File: src/rtl/word_assembler.sv
// word_assembler: narrow-to-wide symbol gearbox with a one-word output register.
// Define WORD_ASSEMBLER_MSB_FIRST_EN to place the first symbol in the MSB slot.
module word_assembler #(
  parameter  int WORD_WIDTH = 16,
  parameter  int SYM_WIDTH  = 4,
  localparam int N          = WORD_WIDTH / SYM_WIDTH,
  localparam int CNT_W      = $clog2(N)
) (
  input  logic                  clk,
  input  logic                  rst_n,
  input  logic [SYM_WIDTH-1:0]  sym_in,
  input  logic                  sym_valid,
  output logic                  sym_ready,
  input  logic                  sync,
  output logic [WORD_WIDTH-1:0] word_out,
  output logic                  word_valid,
  input  logic                  word_ready,
  output logic [CNT_W-1:0]      fill_level
);

  localparam logic [CNT_W-1:0] LAST = CNT_W'(N - 1);

  if ((WORD_WIDTH % SYM_WIDTH) != 0 || N < 2) begin : g_bad_cfg
    $error("word_assembler: WORD_WIDTH must be >= 2 whole SYM_WIDTH symbols");
  end

  logic [WORD_WIDTH-1:0] acc_q, acc_d;
  logic [WORD_WIDTH-1:0] word_q, word_d;
  logic [CNT_W-1:0]      cnt_q, cnt_d;
  logic                  valid_q, valid_d;

  logic                  at_last;
  logic                  accept;
  logic                  do_sync;
  logic                  do_fill;
  logic                  do_done;

  logic [WORD_WIDTH-1:0] acc_ins;
  logic [WORD_WIDTH-1:0] word_full;
  logic [WORD_WIDTH-1:0] acc_first;

  assign at_last    = (cnt_q == LAST);
  assign sym_ready  = !valid_q || word_ready || !at_last;
  assign accept     = sym_valid && sym_ready;
  assign do_sync    = sync;
  assign do_done    = accept && !sync && at_last;
  assign do_fill    = accept && !sync && !at_last;

  assign word_out   = word_q;
  assign word_valid = valid_q;
  assign fill_level = cnt_q;

  always_comb begin
    acc_first = WORD_WIDTH'(sym_in);
`ifdef WORD_ASSEMBLER_MSB_FIRST_EN
    // Shift in from the LSB end so the first symbol ends up on top.
    acc_ins   = {acc_q[WORD_WIDTH-SYM_WIDTH-1:0], sym_in};
    word_full = acc_ins;
`else
    acc_ins = acc_q;
    for (int i = 0; i < N; i++) begin
      if (cnt_q == CNT_W'(i)) begin
        acc_ins[i*SYM_WIDTH +: SYM_WIDTH] = sym_in;
      end
    end
    word_full = acc_q;
    word_full[WORD_WIDTH-1 -: SYM_WIDTH] = sym_in;
`endif
  end

  always_comb begin
    acc_d   = acc_q;
    cnt_d   = cnt_q;
    word_d  = word_q;
    valid_d = valid_q;
    if (valid_q && word_ready) begin
      valid_d = 1'b0;
    end
    unique case (1'b1)
      do_sync: begin
        acc_d = '0;
        cnt_d = '0;
        if (accept) begin
          acc_d = acc_first;
          cnt_d = CNT_W'(1);
        end
      end
      do_done: begin
        word_d  = word_full;
        valid_d = 1'b1;
        acc_d   = '0;
        cnt_d   = '0;
      end
      do_fill: begin
        acc_d = acc_ins;
        cnt_d = cnt_q + CNT_W'(1);
      end
      default: ;
    endcase
  end

  always_ff @(posedge clk or negedge rst_n) begin
    if (!rst_n) begin
      acc_q   <= '0;
      cnt_q   <= '0;
      word_q  <= '0;
      valid_q <= 1'b0;
    end else begin
      acc_q   <= acc_d;
      cnt_q   <= cnt_d;
      word_q  <= word_d;
      valid_q <= valid_d;
    end
  end

endmodule

File: config.mk
export PLATFORM = sky130hd
export DESIGN_NAME = word_assembler
export DESIGN_NICKNAME = d
export VERILOG_FILES = /design/src/rtl/word_assembler.sv
export SDC_FILE = /design/constraint.sdc
export NUM_CORES = 1
export LEC_CHECK = 0
export CAP_MARGIN = 0
export CORE_MARGIN = 2
export CORE_UTILIZATION = 50
export DETAILED_ROUTE_END_ITERATION = 7
export PLACE_DENSITY = 0.82
export REMOVE_ABC_BUFFERS = 1
export SLEW_MARGIN = 15
export SYNTH_ARGS = -nofsm -noshare
export SYNTH_HDL_FRONTEND = slang
export SYNTH_SLANG_ARGS = --single-unit
File: constraint.sdc
create_clock -name clk -period 4.9 [get_ports clk]
set_clock_uncertainty 0.1 [all_clocks]
set_input_delay 0.98 -clock clk [delete_from_list [all_inputs] [get_ports clk]]
set_output_delay 0.98 -clock clk [all_outputs]
set_load 0.01 [all_outputs]
==> results_tabular.tex <==
\begin{tabular}{lr}
\hline
Metric & Value \\
\hline
\multicolumn{2}{l}{\textbf{Outcome}} \\
Outcome & complete, no violations \\
\multicolumn{2}{l}{\textbf{Drt}} \\
Antenna-violating nets left & 0 \\
Drt first pass iters & 4 \\
Residual DRC & 0 \\
Drt via density & 5.601 \\
Total wire length after detailed routing & 2.767 mm \\
First-iteration detailed-routing DRC count & 22 \\
Per-cell routed wire length & 15.99 um \\
Via count & 969 \\
\multicolumn{2}{l}{\textbf{Synthesis}} \\
Synthesis Warnings & 0 \\
Mean post-synth cell area & 13.06 um2 \\
Post-synthesis sequential element count & 31 \\
Yosys top cell area share & 0.5401 \\
Largest cells by area after synthesis & dfrtp\_1 (54\%), mux2\_4 (9.4\%), mux2\_2 (5.5\%), o31ai\_1 (4.2\%), ha\_1 (3.5\%) \\
Synth unique cells & 28 \\
Number of cells produced by synthesis & 110 \\
Fraction of the yosys area taken by sequential cells & 0.5401 \\
Combined area of all synthesized cells & 1436 um2 \\
Area leader, netlist & dfrtp\_1 \\
\multicolumn{2}{l}{\textbf{Pwr}} \\
Power per standard cell area & 374.2 nW/um2 \\
Maximum VDD drop & 343.6 uV \\
P\_leak & 0.8177 nW \\
\multicolumn{2}{l}{\textbf{Final layout}} \\
Fin nets & 154 \\
Top library cells by usage in the layout, fill and taps aside & dfrtp\_1 (31), clkdlybuf4s50\_1 (28), nand2\_1 (10), a21oi\_1 (9), mux2\_4 (9) \\
Final Cell Area & 1795 um2 \\
Most frequent standard cell in the layout excluding fill and tap cells & dfrtp\_1 \\
Non-filler cells in the finished layout & 173 \\
Relative area change from synthesis to final layout & 25.00\% \\
Layout cells sized above 1 & 0.2324 \\
Antenna fix cells & 0 \\
\multicolumn{2}{l}{\textbf{STA}} \\
Transition time of the tightest slew-check pin & 0.9180 ns \\
Post-Route Setup TNS & 0 ns \\
Number of hold violations in the final report & 0 \\
Unrepaired setup endpoints after global routing & false \\
Number of setup violations in the final report & 0 \\
Tcrit/Tclk final & 0.7407 \\
Worst-case headroom to the max-slew limit & 0.3860 \\
Maximum clock frequency & 275.5 MHz \\
Pins Over Slew Limit & 0 \\
Tmin final & 3.630 ns \\
\multicolumn{2}{l}{\textbf{Placed design}} \\
Final GP Congestion & 0.8521 \\
Cell Count Post-Placement & 165 \\
DP Area & 1709 um2 \\
Post-DP HPWL & 1.938 mm \\
Buffers on Ports & 28 \\
\multicolumn{2}{l}{\textbf{Clock network}} \\
Clk sink count & 31 \\
Clock Tree Root & clkbuf\_4 \\
Number of gates given a new drive strength after cts & 0 \\
Post-CTS clock slew at the launch and capture registers of the worst setup and hold paths & 0.10 ns \\
Hold\_buf cts & 0 \\
Latest clock arrival within the worst-skew pair & 0.33 ns \\
Max Root-Sink Buffers & 2 \\
Clock tree from TritonCTS & done \\
CTS HTree Levels & 2 \\
Buffers inserted by post-CTS timing repair & 0 \\
Number of clock buffers inserted by TritonCTS & 5 \\
\multicolumn{2}{l}{\textbf{Global routing}} \\
Maximum number of pins on one net before global-route repair & 32 \\
Sum of overflow across all layers after global routing & 0 \\
Number of antenna violations at the first check in global routing & 0 \\
Global-route wire length before repair & 4.795 mm \\
Number of global-route vias before repair & 968 \\
Global-route usage over all layers & 0.1941 \\
\multicolumn{2}{l}{\textbf{Setup path}} \\
Cell-by-cell trace of the critical path & clkdlybuf4s50\_1 -> and3b\_1 -> inv\_1 -> clkdlybuf4s50\_1 \\
Critical path startpoint category & input pin \\
Maximum fanout count along the critical path & 10 \\
Delay contributed by the slowest stage of the critical path & 0.50 ns \\
Most numerous cell on the critical path & clkdlybuf4s50\_1 \\
Required arrival time at the worst endpoint & 3.82 ns \\
Arrival @ worst endpoint & 2.55 ns \\
Cell at the slowest stage of the critical path & clkdlybuf4s50\_1 \\
CP endpoint kind & output pin \\
Critical path class & in2out \\
\multicolumn{2}{l}{\textbf{Floorplanning}} \\
Effective utilization at floorplan & 0.5254 \\
Die Area & 3318 um2 \\
Number of placement rows & 19 \\
Die Height & 57.60 um \\
Top Ports & 29 \\
Core Area & 2734 um2 \\
Die X-Extent & 57.60 um \\
\multicolumn{2}{l}{\textbf{Min path}} \\
HP Class & reg2reg \\
\multicolumn{2}{l}{\textbf{Flow run}} \\
Max-capacitance violation count & 0 \\
\hline
\end{tabular}
-- synthesized netlist by cell type --
master	count
mux2_2	7
a21oi_1	9
and3b_1	1
nand2_1	10
buf_6	2
inv_1	4
o21a_1	1
o21ai_0	1
clkbuf_1	1
o31ai_1	8
buf_4	1
mux2_4	9
nor2_1	3
ha_1	4
nand3b_1	1
and3b_2	2
nand2_4	1
or2_2	1
nor2b_4	1
o22ai_1	1
o32ai_1	1
buf_12	1
nor3_4	1
a21oi_2	1
a22o_1	5
dfrtp_1	31
inv_2	1
nor2b_1	1
-- sequential cells by signal, indices dropped and copies added, names as in the netlist --
register    count
word_out       16
word_valid      1
acc_q          12
fill_level      2
-- critical path: cells and delay by family --
| family | cells | cell delay (ns) |
|---|---|---|
| buf+inv | 3 | 1.09 |
| simple gates | 1 | 0.47 |
-- final timing paths --
check                                           from                       to  slack, ns  cells after the start
max                                       word_ready                sym_ready       1.27                      4
min                             acc_q[3]$_DFFE_PN0P_     acc_q[3]$_DFFE_PN0P_       0.41                      1
max reg2reg                fill_level[0]$_DFFE_PN0P_  word_out[4]$_DFFE_PN0P_       2.64                      4
min reg2reg                     acc_q[3]$_DFFE_PN0P_     acc_q[3]$_DFFE_PN0P_       0.41                      1
max in group asynchronous                      rst_n   word_valid$_DFFE_PN0P_       3.51                      2
min in group asynchronous                      rst_n     acc_q[9]$_DFFE_PN0P_       0.92                      2
-- power by group --
part | total, W | switching [W] | internal [W]
clock | 0.000213 | 0.0000929 | 0.000120
sequential | 0.000309 | 0.0000199 | 0.000289
combinational | 0.000149 | 0.0000589 | 0.0000902
total | 0.000672 | 0.000172 | 0.000500
-- final cells by class --
cell class	instances	area [um2]
tap	31	38.79
fill	206	938.4
timing repair buffer	29	287.8
inverter	5	18.77
clock inverter	2	35.03
sequential	31	775.7
multi-input combinational	69	588.1
clock buffer	6	51.30
-- logic make-up (layout without fill, tap and decap cells) --
logic type	count (synthesis)	after routing	share of synthesized area
flip-flops	31	31	0.5401
AO/OA/AOI/OAI	27	27	0.1289
AND/OR/NAND/NOR	22	22	0.09670
multiplexers	16	16	0.1490
buffers and inverters	10	42	0.05052
adder cells (fa/ha/maj)	4	4	0.03484
-- metal layers --
metal  share of wire  GRT usage  wire, um  vias up
met5               0          0         0        -
met4           0.021    0.09967        57        0
met3           0.045    0.05215       124        7
met2            0.49     0.2808      1364       23
met1            0.44     0.2678      1221      483
li1                -          -         -      456
-- stage by stage --
step	util	power [W]	setup WS (ns)	hold slack (ns)
after global placement	0.6252	0.0004591	1.315	0.3833
after detailed placement	0.6252	0.0004640	1.294	0.3909
after floorplan	-	0.0003803	2.349	0.3606
after CTS	0.6568	0.0006760	1.283	0.4140
after global routing	0.6568	0.0007060	1.188	0.4350
final	0.6568	0.0006718	1.270	0.4138
Power figures use the tool's default switching activity.
